==> config.mk <==
export PLATFORM = sky130hd
export DESIGN_NAME = morse_tx_queue
export DESIGN_NICKNAME = d
export VERILOG_FILES = /design/src/rtl/morse_pkg.sv /design/src/rtl/morse_rom.sv /design/src/rtl/morse_tx_queue.sv
export SDC_FILE = /design/constraint.sdc
export NUM_CORES = 1
export LEC_CHECK = 0
export ABC_AREA = 1
export BUFFER_PORTS_ARGS = -buffer_cell sky130_fd_sc_hd__buf_2
export CAP_MARGIN = 30
export CORE_ASPECT_RATIO = 1.2
export CORE_MARGIN = 2
export CORE_UTILIZATION = 45
export DETAILED_ROUTE_END_ITERATION = 10
export PLACE_DENSITY = 0.69
export SYNTH_ARGS = -nofsm -noshare
export SYNTH_HDL_FRONTEND = slang
export SYNTH_SLANG_ARGS = --single-unit
==> constraint.sdc <==
create_clock -name clk -period 2.7 [get_ports clk]
set_input_delay 0.405 -clock clk [delete_from_list [all_inputs] [get_ports clk]]
set_output_delay 0.405 -clock clk [all_outputs]
set_load 0.02 [all_outputs]
==> src/rtl/morse_pkg.sv <==
// Shared definitions for the morse transmit queue: symbol codes, interval
// lengths in morse units, player states and the pattern builder.
package morse_pkg;

    // Two-bit symbol codes; a pattern holds five of them, first symbol in [9:8].
    localparam logic [1:0] SYM_END  = 2'b00;
    localparam logic [1:0] SYM_DOT  = 2'b01;
    localparam logic [1:0] SYM_DASH = 2'b10;

    // Interval lengths in morse time units.
    localparam logic [2:0] DOT_U  = 3'd1;
    localparam logic [2:0] DASH_U = 3'd3;
    localparam logic [2:0] GAP_U  = 3'd1;
    localparam logic [2:0] CGAP_U = 3'd3;
    localparam logic [2:0] WGAP_U = 3'd7;

    typedef enum logic [2:0] {
        ST_IDLE  = 3'd0,
        ST_LOAD  = 3'd1,
        ST_MARK  = 3'd2,
        ST_SPACE = 3'd3,
        ST_CGAP  = 3'd4,
        ST_WGAP  = 3'd5
    } state_t;

    // Both 00 and 11 terminate a pattern.
    function automatic logic sym_is_end(input logic [1:0] sym);
        return (sym == SYM_END) || (sym == 2'b11);
    endfunction

    // Build a pattern from a symbol count and a dash mask (mask[4] = first
    // symbol, 1 = dash, 0 = dot); unused trailing slots stay SYM_END.
    function automatic logic [9:0] enc(input logic [2:0] len, input logic [4:0] dash);
        logic [9:0] p;
        p = '0;
        for (int i = 0; i < 5; i++) begin
            if (i < int'(len)) begin
                p[9 - 2 * i -: 2] = dash[4 - i] ? SYM_DASH : SYM_DOT;
            end
        end
        return p;
    endfunction

endpackage

==> src/rtl/morse_rom.sv <==
// Combinational ASCII to morse pattern lookup. Lower-case letters fold onto
// upper case; 0x20 reports a word space; anything else is invalid.
module morse_rom
    import morse_pkg::*;
(
    input  logic [7:0] ch,
    output logic       valid,
    output logic       is_space,
    output logic [9:0] pattern
);

    logic [7:0] up;

    // Fold case, then map the character to its ITU pattern.
    always_comb begin
        up       = ((ch >= 8'h61) && (ch <= 8'h7a)) ? (ch - 8'h20) : ch;
        valid    = 1'b1;
        is_space = 1'b0;
        pattern  = '0;
        case (up)
            8'h20: is_space = 1'b1;
            "A": pattern = enc(3'd2, 5'b01000);
            "B": pattern = enc(3'd4, 5'b10000);
            "C": pattern = enc(3'd4, 5'b10100);
            "D": pattern = enc(3'd3, 5'b10000);
            "E": pattern = enc(3'd1, 5'b00000);
            "F": pattern = enc(3'd4, 5'b00100);
            "G": pattern = enc(3'd3, 5'b11000);
            "H": pattern = enc(3'd4, 5'b00000);
            "I": pattern = enc(3'd2, 5'b00000);
            "J": pattern = enc(3'd4, 5'b01110);
            "K": pattern = enc(3'd3, 5'b10100);
            "L": pattern = enc(3'd4, 5'b01000);
            "M": pattern = enc(3'd2, 5'b11000);
            "N": pattern = enc(3'd2, 5'b10000);
            "O": pattern = enc(3'd3, 5'b11100);
            "P": pattern = enc(3'd4, 5'b01100);
            "Q": pattern = enc(3'd4, 5'b11010);
            "R": pattern = enc(3'd3, 5'b01000);
            "S": pattern = enc(3'd3, 5'b00000);
            "T": pattern = enc(3'd1, 5'b10000);
            "U": pattern = enc(3'd3, 5'b00100);
            "V": pattern = enc(3'd4, 5'b00010);
            "W": pattern = enc(3'd3, 5'b01100);
            "X": pattern = enc(3'd4, 5'b10010);
            "Y": pattern = enc(3'd4, 5'b10110);
            "Z": pattern = enc(3'd4, 5'b11000);
            "0": pattern = enc(3'd5, 5'b11111);
            "1": pattern = enc(3'd5, 5'b01111);
            "2": pattern = enc(3'd5, 5'b00111);
            "3": pattern = enc(3'd5, 5'b00011);
            "4": pattern = enc(3'd5, 5'b00001);
            "5": pattern = enc(3'd5, 5'b00000);
            "6": pattern = enc(3'd5, 5'b10000);
            "7": pattern = enc(3'd5, 5'b11000);
            "8": pattern = enc(3'd5, 5'b11100);
            "9": pattern = enc(3'd5, 5'b11110);
            default: valid = 1'b0;
        endcase
    end

endmodule

==> src/rtl/morse_tx_queue.sv <==
// Character FIFO feeding a morse player. Each popped character is encoded and
// played as timed marks (tone_on high) and spaces, with a start pulse on
// short (dot) or long (dash) at the first cycle of every mark.
module morse_tx_queue
    import morse_pkg::*;
#(
    parameter int UNIT_TICKS = 6_000_000,
    parameter int CW         = 24,
    parameter int DEPTH_LOG2 = 2
) (
    input  logic       clk,
    input  logic       reset,
    input  logic       wr_en,
    input  logic [7:0] wr_data,
    output logic       full,
    output logic       ovf,
    output logic       char_err,
    output logic       busy,
    output logic       tone_on,
    output logic       short,
    output logic       long,
    output logic [9:0] morse_code
);

    localparam int             DEPTH     = 1 << DEPTH_LOG2;
    localparam logic [CW-1:0]  TICK_LAST = CW'(UNIT_TICKS - 1);

    // Write handshake: wr_en is a one-cycle strobe; the character is taken on
    // that edge when the FIFO is not full, or when it is full but the player
    // pops at the same edge. Otherwise it is dropped and ovf pulses.

    logic [7:0]            mem [DEPTH];
    logic [DEPTH_LOG2:0]   wr_ptr, rd_ptr;
    logic                  empty, push, pop;

    logic [7:0]            cur_char;
    logic                  rom_valid, rom_space;
    logic [9:0]            rom_pattern;

    state_t                state, state_next;
    logic [CW-1:0]         tick_cnt;
    logic [2:0]            unit_cnt;
    logic [9:0]            shreg;
    logic [9:0]            shreg_adv;
    logic [2:0]            target;
    logic                  unit_end, span_done;
    logic [1:0]            next_sym;
    logic                  enter_mark;

    assign empty = (wr_ptr == rd_ptr);
    assign full  = (wr_ptr[DEPTH_LOG2] != rd_ptr[DEPTH_LOG2]) &&
                   (wr_ptr[DEPTH_LOG2-1:0] == rd_ptr[DEPTH_LOG2-1:0]);
    assign pop   = (state == ST_IDLE) && !empty;
    assign push  = wr_en && (!full || pop);
    assign busy  = !empty || (state != ST_IDLE);

    morse_rom u_rom (
        .ch       (cur_char),
        .valid    (rom_valid),
        .is_space (rom_space),
        .pattern  (rom_pattern)
    );

    // FIFO storage; contents need no reset since the pointers define validity.
    always_ff @(posedge clk) begin
        if (push) begin
            mem[wr_ptr[DEPTH_LOG2-1:0]] <= wr_data;
        end
    end

    // FIFO pointers and the character handed to the player on pop.
    always_ff @(posedge clk or posedge reset) begin
        if (reset) begin
            wr_ptr   <= '0;
            rd_ptr   <= '0;
            cur_char <= '0;
        end else begin
            if (push) wr_ptr <= wr_ptr + 1'b1;
            if (pop) begin
                rd_ptr   <= rd_ptr + 1'b1;
                cur_char <= mem[rd_ptr[DEPTH_LOG2-1:0]];
            end
        end
    end

    // Next-state logic: interval length per state and symbol sequencing.
    always_comb begin
        state_next = state;
        shreg_adv  = {shreg[7:0], 2'b00};
        unit_end   = (tick_cnt == TICK_LAST);
        case (state)
            ST_MARK:  target = (shreg[9:8] == SYM_DASH) ? DASH_U : DOT_U;
            ST_SPACE: target = GAP_U;
            ST_CGAP:  target = CGAP_U;
            ST_WGAP:  target = WGAP_U;
            default:  target = 3'd1;
        endcase
        span_done = unit_end && (unit_cnt == (target - 3'd1));
        case (state)
            ST_IDLE:  if (!empty) state_next = ST_LOAD;
            ST_LOAD: begin
                if (!rom_valid)     state_next = ST_IDLE;
                else if (rom_space) state_next = ST_WGAP;
                else                state_next = ST_MARK;
            end
            ST_MARK: begin
                if (span_done) state_next = sym_is_end(shreg_adv[9:8]) ? ST_CGAP : ST_SPACE;
            end
            ST_SPACE: if (span_done) state_next = ST_MARK;
            ST_CGAP:  if (span_done) state_next = ST_IDLE;
            ST_WGAP:  if (span_done) state_next = ST_IDLE;
            default:  state_next = ST_IDLE;
        endcase
        next_sym   = (state == ST_LOAD) ? rom_pattern[9:8] : shreg[9:8];
        enter_mark = (state_next == ST_MARK) && (state != ST_MARK);
    end

    // State register plus tick/unit counters, reloaded on every state change.
    always_ff @(posedge clk or posedge reset) begin
        if (reset) begin
            state    <= ST_IDLE;
            tick_cnt <= '0;
            unit_cnt <= '0;
        end else begin
            state <= state_next;
            if ((state_next != state) || (state == ST_IDLE) || (state == ST_LOAD)) begin
                tick_cnt <= '0;
                unit_cnt <= '0;
            end else if (unit_end) begin
                tick_cnt <= '0;
                unit_cnt <= unit_cnt + 3'd1;
            end else begin
                tick_cnt <= tick_cnt + 1'b1;
            end
        end
    end

    // Symbol shift register and the displayed pattern of the current character.
    always_ff @(posedge clk or posedge reset) begin
        if (reset) begin
            shreg      <= '0;
            morse_code <= '0;
        end else begin
            if (state == ST_LOAD) begin
                shreg <= rom_pattern;
                if (rom_valid) morse_code <= rom_pattern;
            end else if (state_next == ST_IDLE) begin
                shreg      <= '0;
                morse_code <= '0;
            end else if ((state == ST_MARK) && span_done) begin
                shreg <= shreg_adv;
            end
        end
    end

    // Registered outputs: tone level, mark start pulses and error pulses.
    always_ff @(posedge clk or posedge reset) begin
        if (reset) begin
            tone_on  <= 1'b0;
            short    <= 1'b0;
            long     <= 1'b0;
            char_err <= 1'b0;
            ovf      <= 1'b0;
        end else begin
            tone_on  <= (state_next == ST_MARK);
            short    <= enter_mark && (next_sym == SYM_DOT);
            long     <= enter_mark && (next_sym == SYM_DASH);
            char_err <= (state == ST_LOAD) && !rom_valid;
            ovf      <= wr_en && full && !pop;
        end
    end

endmodule
# Yosys cells after proc, flatten, opt, wreduce, memory -nomap -nowiden
# Memory sizes are Yosys's and may differ from the RTL's. A register that Yosys moved wholly into a read port is not among the register bits.
# Index checks and enable logic that the tools add are counted.
[totals] ff_bits=61 ramBits=32 inputBits=11 output_inout_bits=17 word_cells=134 n_memories=1
[classes] n_addsub=6 magnitude_cmp=2 eq_ne=55 muxes=27 reduce_logical=31
[mem_list] name="mem" words=4 width=8 read_ports=1 rd_ports_with_merged_regs=1 write_ports=1 line_no="morse_tx_queue.sv:32" source="logic [7:0] mem [DEPTH];"
[ops] op="$pmux 10 s36" n=1
[ops] op="$eq 8x7->1 const B" n=26
[ops] op="$eq 8x6->1 const B" n=11
[ops] op="$mux 10" n=6
[ops] op="$mux 24" n=2
[ops] op="$reduce_or 37->1" n=1
[ops] op="$mux 3" n=9
[ops] op="$add 24x1->24 const B" n=1
[ops] op="$eq 24x23->1 const B" n=1
[ops] op="$pmux 3 s5" n=1
[ops] op="$logic_and 1x1->1" n=12
[ops] op="$add 3x1->3 const B" n=3
[ops] op="$eq 3x2->1 const B" n=3
[ops] op="$pmux 3 s3" n=1
[ops] op="$ge 8x7->1 const B" n=1
[ops] op="$le 8x7->1 const B" n=1
[ops] op="$mux 8" n=1
[ops] op="$sub 8x6->8 const B" n=1
[ops] op="$eq 2x2->1 const B" n=3
[ops] op="$eq 3x3->1" n=2
[ops] op="$eq 3x3->1 const B" n=2
[ops] op="$logic_not 3->1" n=2
[ops] op="$reduce_bool 3->1" n=2
[ops] op="$logic_or 1x1->1" n=5
[ops] op="15 further kinds" n=23

# Depth between registers and ports, before layout
# Gate-level depths: netlist of the first run.
[logic_depth] ltp_word=12 mapped_depth=19 depth_no_buf=18

# Modules after synthesis
# A second synthesis of the first run with hierarchy kept.
[hier_totals] hier_cells=731 area_unflattened_um2=6013.3
[modules_own_cells] module="morse_tx_queue" n_inst=1 cells_per_inst=541 area_per_inst_um2=5043.6 seq_area_each_um2=2687.6
[modules_own_cells] module="morse_rom" n_inst=1 cells_per_inst=190 area_per_inst_um2=969.7 seq_area_each_um2=0.0

# Least setup slack after synthesis of the first run
# No wires, ideal clock.
[synth_path] kind="reg-to-reg" startpoint="register tick_cnt[0]" endpoint="register morse_code[5]" setup_ns=0.128 t_arrival_ns=2.128 required_ns=2.572 slack_ns=0.444 stages_incl_launch_ff=17 n_path_buf=0 synth_period_minus_slack_ns=2.256 cell_sequence="dfrtp_1 ha_1 nand3_2 nor2_2 inv_2 nor2_2 nand3_2 nor2_2 nand2_2 nand2_1 nand4_2 nor2_2 nand3_4 nand2_2 o21ai_4 nand2_2 nand2_1"
[synth_between] elab_chain_cells=7 word_cells_on_any_way=9 cone_classes="1 x eq/ne; 4 x mux; 4 x reduce/logical"
[synth_rtl] item="from (decl)" line_no="morse_tx_queue.sv:41" source="logic [CW-1:0] tick_cnt;"
[synth_rtl] item="from (signal assigned)" line_no="morse_tx_queue.sv:133" source="tick_cnt <= tick_cnt + 1'b1;"
[synth_rtl] item="$eq 24x23->1 *" line_no="morse_tx_queue.sv:90" source="unit_end = (tick_cnt == TICK_LAST);"
[synth_rtl] item="$logic_and 1x1->1 *" line_no="morse_tx_queue.sv:98" source="span_done = unit_end && (unit_cnt == (target - 3'd1));"
[synth_rtl] item="$mux 3 (on tied branches)"
[synth_rtl] item="$pmux 3 s5 *" line_no="morse_tx_queue.sv:99" source="case (state)"
[synth_rtl] item="named net state_next[0]" line_no="morse_tx_queue.sv:40" source="state_t state, state_next;"
[synth_rtl] item="$logic_not 3->1 *" line_no="morse_tx_queue.sv:147" source="end else if (state_next == ST_IDLE) begin"
[synth_rtl] item="$reduce_bool 2->1 (no source line) *"
[synth_rtl] item="$reduce_and 2->1 (no source line) *"
[synth_rtl] item="to (signal assigned)" line_no="morse_tx_queue.sv:146" source="if (rom_valid) morse_code <= rom_pattern;"
[synth_rtl] item="to (decl)" line_no="morse_tx_queue.sv:22" source="output logic [9:0] morse_code"
# The timed path passes the listed nets; every way through them passes the cells marked *.
# A chain may end at the register's enable or synchronous reset.

# Worst setup path after layout of the first run
[layout_path] startpoint="register cur_char[0] (read register of mem)" endpoint="register shreg[7]"
[layout_between] elab_chain_cells=11 word_cells_on_any_way=53 cone_classes="1 x add/sub; 2 x order compare; 37 x eq/ne; 9 x mux; 4 x reduce/logical"
[layout_rtl] item="from (decl)" line_no="morse_tx_queue.sv:36" source="logic [7:0] cur_char;"
[layout_rtl] item="$ge 8x7->1 / $le 8x7->1 (equally long branches)" line_no="morse_rom.sv:16" source="up = ((ch >= 8'h61) && (ch <= 8'h7a)) ? (ch - 8'h20) : ch;"
[layout_rtl] item="$logic_and 1x1->1" line_no="morse_rom.sv:16"
[layout_rtl] item="$mux 8 *" line_no="morse_rom.sv:16"
[layout_rtl] item="$eq 8x6->1 / $eq 8x7->1 (equally long branches)" line_no="morse_rom.sv:20" source="case (up)"
[layout_rtl] item="$reduce_or 37->1 (no source line) / $mux 1 (equally long branches)"
[layout_rtl] item="$mux 1 / $mux 3 (equally long branches)" line_no="morse_rom.sv:20, morse_tx_queue.sv:103"
[layout_rtl] item="$mux 3" line_no="morse_tx_queue.sv:102" source="if (!rom_valid) state_next = ST_IDLE;"
[layout_rtl] item="$pmux 3 s5" line_no="morse_tx_queue.sv:99"
[layout_rtl] item="$logic_not 3->1" line_no="morse_tx_queue.sv:147"
[layout_rtl] item="$mux 10" line_no="morse_tx_queue.sv:147"
[layout_rtl] item="$mux 10" line_no="morse_tx_queue.sv:144" source="if (state == ST_LOAD) begin"
[layout_rtl] item="to (signal assigned)" line_no="morse_tx_queue.sv:145" source="shreg <= rom_pattern;"
[layout_rtl] item="to (signal assigned)" line_no="morse_tx_queue.sv:151" source="shreg <= shreg_adv;"
[layout_rtl] item="to (decl)" line_no="morse_tx_queue.sv:43" source="logic [9:0] shreg;"
# Every way passes the cells marked *; elsewhere a longest branch is shown, timed or not.

==> results.py, run 1 <==
metrics = {
    "clocking": {
        "clk_pin_slew_ps": 70,
        "cts_tree": "done",
        "htreeDepth": 3,
        "numCtsBuffers": 9,
        "clkLatencyLatePin_ps": 350,
        "cts.sinks": 101,
        "cts_buffer_depth": 2,
        "root_buffer": "clkbuf_16",
    },
    "yosys": {
        "syn-instance-count": 646,
        "synth_commonest_cells": "nand2_1 (107), nor2_1 (104), inv_1 (76), dfrtp_1 (69), edfxtp_1 (32)",
        "synth_edf_count": 32,
        "yosysMostFrequentCell": "nand2_1",
        "ys_ff_latch": 101,
        "synth-simple-area-share": 0.303,
        "syn-cell-area_um2": 5550,
        "synth_top_area_share": 0.311,
        "syn_area_per_cell_um2": 8.60,
        "synthMuxAreaShare": 0.00608,
        "synth-seq-area-share": 0.484,
        "syn_nets": 665,
        "yosys.area_share.adder": 0.0180,
        "synth_area_leader_cell": "dfrtp_1",
        "synthTopCellsByArea": "dfrtp_1 (31%), edfxtp_1 (17%), nand2_1 (7.2%)",
        "synth_top_family_by_area": "simple AND/OR/NAND/NOR gates",
        "synth_cell_types": 46,
        "synth_compound_area_frac": 0.0834,
        "synth-main-ff-cell": "dfrtp_1",
        "synthXorXnorAreaFrac": 0.0363,
        "ys_warn_count": 0,
        "synth-async-reset-ratio": 0.683,
    },
    "worst_setup_path": {
        "crit_top_cell": "nand2_1",
        "crit_path_max_incr_delay_ps": 440,
        "crit_chain": "nor2_2 > nand3_2 > nand4_1 > nand2_2 > inv_2 > nor2_8 > nand2_2 > nor2_1 > nor2_2 > nand2_1 > nor3_1 > nand4_1 > nand2_1 > nand2_1 > nand2_1 > nand2_1",
        "crit_slowest_cell": "dfrtp_1",
        "crit_path_start": "cur_char[0]",
        "reg2reg_depth": 16,
        "worst-path-buf-inv": 1,
        "r2r_start": "cur_char[0]",
        "startpoint_type": "flop",
        "arrival_ps": 2770,
        "crit_family": "simple AND/OR/NAND/NOR gates",
        "crit_required_ps": 2940,
        "endpoint_kind": "flop",
        "cp.depth": 16,
        "crit_type": "reg2reg",
        "cp_max_fo": 8,
    },
    "outcome": {
        "status": "completed",
    },
    "power": {
        "p_clk_frac": 0.205,
        "switchingPower_w": 0.00281,
        "p_per_area_nw_per_um2": 1030,
        "p_int_w": 0.00383,
        "pwr-share-seq": 0.335,
        "ir_drop_mv": 0.698,
        "cellLeakagePower_nw": 2.92,
        "switching_share": 0.423,
        "pwr-share-comb": 0.461,
    },
    "cells_and_area": {
        "finalNetCount": 716,
        "drive_gt1_frac": 0.209,
        "layout.cells.non_filler": 863,
        "final_cell_area_um2": 6420,
        "syn_to_final_growth_pct": 15.7,
        "antenna_cells": 0,
        "num-fill-cells": 1106,
        "multi_input_area_um2": 2580,
        "seq_area_um2": 2690,
    },
    "timing": {
        "tightestPinTransition_ps": 857,
        "max_freq_mhz": 395,
        "setup_violations": 0,
        "min_period_over_period": 0.938,
        "fin_crit_ps": 2530,
        "fin_skew_ps": 8.43,
        "whs_ps": 264,
        "drv_slew": 0,
        "fin_setup_tns_ps": 0,
        "timing.slew.headroom": 0.428,
        "finalHoldViolCount": 0,
        "layout_setup_ws_ps": 169,
    },
    "routing": {
        "wl_per_cell_um": 14.3,
        "avgViaCountPerCell": 5.28,
        "wl_met3_um": 464,
        "wl_met1_mm": 5.19,
        "highest_layer": "met4",
        "firstDrtPassIters": 5,
        "drc": 0,
        "vias": 4557,
        "drtIter0Drc": 337,
        "ant_nets": 0,
        "routed_wl_mm": 12.3,
        "met2WireLength_mm": 6.25,
    },
    "place": {
        "place_area_um2": 5980,
        "dp_slack_ps": 23.4,
        "gp_congestion": 0.982,
        "post-place-cells": 842,
        "port_buffers": 27,
        "dp_hpwl_mm": 8.91,
    },
    "die": {
        "die_area_um2": 13200,
        "initial_core_util": 0.461,
        "die_w_um": 105,
        "pin_count": 28,
        "die_h_um": 126,
        "rows": 44,
        "coreArea_um2": 12100,
    },
    "global_route": {
        "overflow": 0,
        "track_usage": 0.197,
        "antenna_found_initial": 0,
        "grt_max_degree": 70,
        "grt_pass1_vias": 4644,
        "grt_pass1_wl_mm": 21.0,
    },
    "worst_hold_path": {
        "hold_class": "in2reg",
        "min_from": "wr_data[7]",
        "whs_path_depth": 1,
    },
    "flow_run": {
        "drv_cap": 0,
    },
}
==> area by class of cell <==
type,instances,share of cell area
Sequential cell,101,0.419
Tap cell,161,0.0314
Clock buffer,10,0.0357
Clock inverter,6,0.0132
Inverter,84,0.0491
Multi-Input combinational cell,449,0.401
Timing Repair Buffer,52,0.0503
==> flip-flops by register name (all words and copies together), names as in the netlist, 3 cells and up <==
signal / cells
cur_char: 8
tick_cnt: 24
unit_cnt: 3
morse_code: 10
rd_ptr: 3
mem: 32
wr_ptr: 3
shreg: 10
state: 3
==> final timing paths <==
kind                           endpoint  slack (ps)
max in group asynchronous   cur_char[1]        1780
min in group asynchronous  tick_cnt[11]         290
max reg2reg                    shreg[7]         170
min                           mem[0][7]         260
max                            shreg[7]         170
min reg2reg                 tick_cnt[0]         470
==> power by group through the flow <==
stage	clock, W	sequential [W]	combinational (W)
CTS	0.00138	0.00221	0.00294
floorplan	0	0.00228	0.00213
detailed placement	0	0.00223	0.00289
finish	0.00136	0.00222	0.00306
global route	0.00144	0.00227	0.00344
global placement	0	0.00222	0.00287
==> stage by stage <==
step / power (W) / util
detailed placement: 0.00513 / 0.496
global route: 0.00715 / 0.533
CTS: 0.00654 / 0.524
global placement: 0.00509 / 0.496
floorplan: 0.00441 / -
finish: 0.00664 / 0.533
==> cell usage in the layout, fill, tap and decap left out, types with 3 or more instances in the layout <==
master / count
nand3_2: 7
nand2_1: 106
dfrtp_2: 3
xnor2_1: 9
nor2_1: 100
dfrtp_1: 66
nor2_2: 8
a21oi_1: 20
edfxtp_1: 32
xor2_1: 14
o21ai_0: 23
mux2_2: 3
nor4_1: 5
inv_1: 75
nand2_2: 19
nand3_1: 30
nor3b_1: 3
inv_2: 7
a21oi_2: 3
nor3_1: 10
ha_1: 7
clkinv_1: 3
buf_2: 27
o211ai_1: 7
clkbuf_16: 9
nand4_1: 25
nor3_2: 3
nor2_4: 8
nand4_2: 3
o32ai_1: 8
buf_4: 25
==> per-layer routing <==
layer / global-route usage / up-vias
li1: - / 2244
met1: 0.240 / 2143
met2: 0.332 / 134
met3: 0.0290 / 36
met4: 0.111 / 0
met5: 0 / -
==> timing repair <==
item	4_1_cts	5_1_grt
gates cloned	0	1
setup endpoints to repair	10	47
hold buffers	0	0
pin swaps	1	2
buffers inserted	3	1
gates resized for setup	0	23
==> cells by family (layout without fill, tap and decap cells) <==
family          after synthesis  count (layout)
simple gates                341             341
compound gates               73              74
fa+ha+maj                     8               8
buf+inv                      97             152
mux                           3               3
flops                       101             101
xor+xnor                     23              23
Power figures use the tool's default switching activity.
==> inputs of run 2 (changes only) <==
Settings changed: ABC_AREA 1 to unset, TNS_END_PERCENT set to 20.
Clock period 2.7 ns to 2.47 ns, I/O delays scaled along.
==> run 2 against run 1 <==
  * The run now ends with setup timing left
  * Critical path depth is 7 lower
  * Total power is 1.2% higher
  * Wire length is 4.4% lower
  * Synthesized area is 4.8% lower
  * Critical path type unchanged
  * Largest power group unchanged
  * Highest routed layer unchanged
==> results.py, run 2 <==
metrics = {
    "place": {
        "port_buffers": 27,
        "dp_hpwl_mm": 8.41,
        "post-place-cells": 714,
        "gp_congestion": 0.949,
    },
    "outcome": {
        "status": "finished, violations left",
        "violations": "setup timing",
    },
    "worst_setup_path": {
        "endpoint_kind": "flop",
        "crit_path_start": "cur_char[6]",
        "startpoint_type": "flop",
        "cp_max_fo": 5,
        "crit_required_ps": 2750,
        "r2r_start": "cur_char[6]",
        "crit_family": "compound AO/OA/AOI/OAI gates",
        "arrival_ps": 2790,
        "crit_type": "reg2reg",
        "crit_chain": "inv_2 > ha_4 > or2_4 > a311o_1 > o21a_1 > o41a_1 > a31o_4 > a31oi_4 > o22a_1",
        "crit_path_max_incr_delay_ps": 470,
        "crit_slowest_cell": "o41a_1",
        "worst-path-buf-inv": 1,
        "cp.depth": 9,
        "reg2reg_depth": 9,
    },
    "global_route": {
        "antenna_found_initial": 0,
        "track_usage": 0.202,
        "overflow": 0,
        "grt_pass1_vias": 4138,
        "grt_pass1_wl_mm": 19.9,
        "grt_max_degree": 46,
    },
    "cells_and_area": {
        "final_cell_mix": "dfrtp_1 (69), buf_4 (55), nor2_1 (42)",
        "seq_area_um2": 2690,
        "syn_to_final_growth_pct": 21.0,
        "layout.cells.non_filler": 734,
        "multi_input_area_um2": 2550,
        "finalNetCount": 591,
        "fin_util": 0.556,
        "final_common_cell": "dfrtp_1",
        "num-fill-cells": 1022,
        "largest_register_ffs": 32,
        "drive_gt1_frac": 0.236,
        "antenna_cells": 0,
    },
    "yosys": {
        "synth_edf_count": 32,
        "synth_top_area_share": 0.327,
        "synth_commonest_cells": "dfrtp_1 (69), nor2_1 (44), nand2_1 (41), edfxtp_1 (32)",
        "ys_ff_latch": 101,
        "ys_warn_count": 0,
        "synth_area_leader_cell": "dfrtp_1",
        "synthTopCellsByArea": "dfrtp_1 (33%), edfxtp_1 (18%), xor2_1 (4.0%)",
        "syn-cell-area_um2": 5290,
        "synth-async-reset-ratio": 0.683,
        "synth-seq-area-share": 0.508,
        "synth_cell_types": 64,
        "syn_nets": 522,
        "syn-instance-count": 503,
        "synth-main-ff-cell": "dfrtp_1",
        "yosysMostFrequentCell": "dfrtp_1",
        "syn_area_per_cell_um2": 10.5,
    },
    "die": {
        "die_area_um2": 12600,
        "rows": 43,
        "die_h_um": 123,
        "die_w_um": 103,
        "pin_count": 28,
        "coreArea_um2": 11500,
        "initial_core_util": 0.459,
    },
    "routing": {
        "vias": 4071,
        "ant_nets": 0,
        "wl_per_cell_um": 16.1,
        "drtIter0Drc": 470,
        "firstDrtPassIters": 4,
        "routed_wl_mm": 11.8,
        "avgViaCountPerCell": 5.55,
        "drc": 0,
    },
    "timing": {
        "fin_crit_ps": 2510,
        "drv_slew": 0,
        "min_period_over_period": 1.02,
        "max_freq_mhz": 398,
        "fin_skew_ps": 7.94,
        "layout_setup_ws_ps": -44.9,
        "setup_violations": 9,
        "rsz0062_at_grt": "yes",
        "finalHoldViolCount": 0,
        "tightestPinTransition_ps": 616,
        "timing.slew.headroom": 0.586,
    },
    "power": {
        "p_int_w": 0.00428,
        "switching_share": 0.363,
        "cellLeakagePower_nw": 2.77,
        "pwr-share-comb": 0.422,
        "p_clk_frac": 0.222,
        "ir_drop_mv": 0.595,
        "p_per_area_nw_per_um2": 1050,
        "pwr-share-seq": 0.356,
        "switchingPower_w": 0.00244,
    },
    "clocking": {
        "clkLatencyLatePin_ps": 340,
        "root_buffer": "clkbuf_16",
        "clk_pin_slew_ps": 70,
        "cts.sinks": 101,
        "numCtsBuffers": 9,
        "cts_tree": "done",
        "htreeDepth": 3,
        "hold_buffers": 0,
        "cts_buffer_depth": 2,
    },
    "flow_run": {
        "drv_cap": 0,
    },
    "worst_hold_path": {
        "hold_class": "in2async",
    },
}
run 2: changes by cell type in the layout (fill, tap and decap cells not counted), moves of 9 or more:
cell      previous run  this run
nand4_1             25         8
nand2_2             19         1
nand2b_1             0        12
nor2b_1              0        11
nand2_1            106        40
xor2_1              14        24
nand3_1             30        21
inv_1               75        10
a21o_1               0        11
and2_1               0        10
nor2_1             100        42
buf_4               25        55
run 2: through the flow:
step	cell area (um2)	worst slack [ps]	setup TNS, ps	total power (W)	hold slack, ps
after global routing	6400	-149	-2030	0.00716	114
after global placement	5970	-81.8	-285	0.00508	442
after floorplan	5340	-54.3	-329	0.00423	462
after CTS	6300	-85.1	-742	0.00666	86.8
after detailed placement	5970	-135	-790	0.00514	459
final	6400	-44.9	-196	0.00672	75.0
run 2: area by class of cell:
cell class                      count  share of cell area
Inverter                           14             0.00821
Timing Repair Buffer               85              0.0923
Tap cell                          157              0.0307
Sequential cell                   101               0.420
Clock inverter                      4              0.0111
Clock buffer                       12              0.0385
Multi-Input combinational cell    361               0.399
run 2: power groups by stage:
stage	Clock, W	Sequential, W	Combinational, W
detailed placement	0	0.00243	0.00271
CTS	0.00153	0.00240	0.00273
finish	0.00149	0.00239	0.00283
global placement	0	0.00240	0.00268
floorplan	0	0.00240	0.00182
global route	0.00159	0.00245	0.00313
run 2: final timing paths:
| check | end | slack (ps) |
|---|---|---|
| worst max-delay path | shreg[5] | -40 |
| worst min-delay path | tick_cnt[5] | 80 |
| worst max register to register | shreg[5] | -40 |
| worst min register to register | morse_code[5] | 470 |
| max in group asynchronous | morse_code[2] | 1770 |
| min in group clk | mem[2][2] | 240 |
run 2: cell families after synthesis:
kind of cell / synth area share
adder cells (fa/ha/maj): 0.0189
XOR/XNOR: 0.0580
AO/OA/AOI/OAI: 0.154
AND/OR/NAND/NOR: 0.179
buffers and inverters: 0.0324
flip-flops: 0.508
multiplexers: 0.0488
run 2: metal layers:
layer / wire length [um] / GRT usage
met5: 0 / 0
met4: 195 / 0.0806
met3: 413 / 0.0347
met2: 5980 / 0.327
met1: 5210 / 0.268
run 2: timing repair:
| action | CTS | global route |
|---|---|---|
| pin swaps | 3 | 16 |
| gates resized for setup | 1 | 14 |
| setup endpoints to repair | 19 | 23 |
| cloned | 0 | 0 |
| buffers inserted | 1 | 3 |
==> inputs of run 3 (changes only) <==
Settings changed: HOLD_SLACK_MARGIN set to 0.12.
==> run 3 against run 2 <==
  * Core utilization about the same
  * Setup slack worse by 13 ps
  * Clock power barely moved
  * Critical path depth unchanged
  * The flow still finishes with violations (setup timing)
  * Flip-flop and latch count unchanged
  * Critical path type unchanged
  * Largest cell class unchanged
  * Wire length is 0.53% higher
  * Register-to-register slack barely moved
==> results.py, run 3 (synthesis results as in run 2) <==
metrics = {
    "outcome": {
        "status": "finished, violations left",
        "violations": "setup timing",
    },
    "cells_and_area": {
        "num-fill-cells": 1024,
        "antenna_cells": 0,
        "fin_util": 0.556,
        "syn_to_final_growth_pct": 21.1,
        "final_cell_mix": "dfrtp_1 (69), buf_4 (55), nor2_1 (43)",
        "largest_register_ffs": 32,
        "drive_gt1_frac": 0.235,
        "final_cell_area_um2": 6400,
        "layout.cells.non_filler": 735,
        "final_common_cell": "dfrtp_1",
        "finalNetCount": 592,
    },
    "timing": {
        "fin_setup_tns_ps": -324,
        "layout_setup_ws_ps": -57.4,
        "tightestPinTransition_ps": 610,
        "fin_skew_ps": 10.0,
        "drv_slew": 0,
        "fin_crit_ps": 2530,
        "max_freq_mhz": 396,
        "min_period_over_period": 1.02,
        "setup_violations": 13,
        "rsz0062_at_grt": "yes",
        "finalHoldViolCount": 0,
        "timing.slew.headroom": 0.590,
        "whs_ps": 239,
    },
    "die": {
        "die_area_um2": 12600,
        "die_h_um": 123,
        "coreArea_um2": 11500,
        "rows": 43,
        "initial_core_util": 0.459,
        "pin_count": 28,
        "die_w_um": 103,
    },
    "worst_setup_path": {
        "crit_type": "reg2reg",
        "arrival_ps": 2810,
        "cp_max_fo": 5,
        "crit_slowest_cell": "o41a_1",
        "crit_required_ps": 2750,
        "startpoint_type": "flop",
        "crit_chain": "inv_2 > ha_4 > or2_4 > a311o_1 > o21a_1 > o41a_1 > a31o_4 > a31oi_4 > o22a_1",
        "endpoint_kind": "flop",
        "crit_path_max_incr_delay_ps": 470,
    },
    "routing": {
        "vias": 4130,
        "drtIter0Drc": 414,
        "wl_per_cell_um": 16.1,
        "firstDrtPassIters": 5,
        "drc": 0,
        "ant_nets": 0,
        "routed_wl_mm": 11.9,
        "avgViaCountPerCell": 5.62,
    },
    "power": {
        "ir_drop_mv": 0.596,
        "p_per_area_nw_per_um2": 1050,
        "cellLeakagePower_nw": 2.77,
    },
    "place": {
        "dp_hpwl_mm": 8.41,
        "place_area_um2": 5970,
        "gp_congestion": 0.949,
        "post-place-cells": 714,
        "port_buffers": 27,
    },
    "global_route": {
        "track_usage": 0.202,
        "antenna_found_initial": 0,
        "grt_pass1_vias": 4140,
        "grt_max_degree": 46,
        "grt_pass1_wl_mm": 20.0,
        "overflow": 0,
    },
    "clocking": {
        "cts_buffer_depth": 2,
        "cts.sinks": 101,
        "cts_tree": "done",
        "clkLatencyLatePin_ps": 340,
        "clk_pin_slew_ps": 60,
        "numCtsBuffers": 9,
        "htreeDepth": 3,
        "root_buffer": "clkbuf_16",
    },
    "worst_hold_path": {
        "hold_class": "in2reg",
    },
    "flow_run": {
        "drv_cap": 0,
    },
}
-- run 3: critical path, delay by kind of cell, from the launching register on --
kind,cells,cell delay (ps)
and+or+nand+nor,1,230
buffers and inverters,1,80
adders and majority gates,1,200
AOI/OAI and AO/OA,6,1580
DFF,1,390
-- run 3: area by class of cell --
cell class              instances  area (um2)  area share
multi-input cells             361        2550       0.398
inverters                      14        52.6     0.00821
well taps                     157         196      0.0307
repair buffers                 86         601      0.0938
flip-flops and latches        101        2690       0.420
clock inverters                 4        71.3      0.0111
clock buffers                  12         246      0.0385
-- run 3: worst paths after layout --
check	start	to	slack [ps]	cells after the start
setup / recovery	cur_char[6]	shreg[5]	-60	9
hold / removal	wr_data[2]	mem[2][2]	240	1
setup reg to reg	cur_char[6]	shreg[5]	-60	9
hold reg to reg	morse_code[5]	morse_code[5]	470	1
max in group asynchronous	reset	shreg[9]	1210	4
min in group asynchronous	reset	tick_cnt[15]	620	3
-- run 3: power by group --
part | switching, W | internal, W | total (W)
Clock | 0.000584 | 0.000913 | 0.00150
Combinational | 0.00161 | 0.00123 | 0.00284
Sequential | 0.000254 | 0.00214 | 0.00239
Total | 0.00245 | 0.00428 | 0.00673
-- run 3: stage by stage --
| step | setup slack [ps] | total power, W |
|---|---|---|
| final | -57.4 | 0.00673 |
| after global routing | -149 | 0.00717 |
| after CTS | -85.1 | 0.00666 |
| after detailed placement | -135 | 0.00514 |
| after global placement | -81.8 | 0.00508 |
| after floorplan | -54.3 | 0.00423 |
-- run 3: metal layers --
layer,vias to the layer above,GRT usage,routed length (um)
met2,116,0.327,5940
met4,0,0.0806,241
met5,-,0,0
li1,1969,-,-
met3,21,0.0347,385
met1,2024,0.269,5300
-- run 3: what timing repair did --
| item | CTS | global route |
|---|---|---|
| hold buffers | 1 | 0 |
| buffers inserted | 1 | 3 |
| resized for setup | 1 | 13 |
| hold endpoints to repair | 24 | 0 |
| pin swaps | 3 | 14 |
| endpoints found under the setup margin | 19 | 23 |
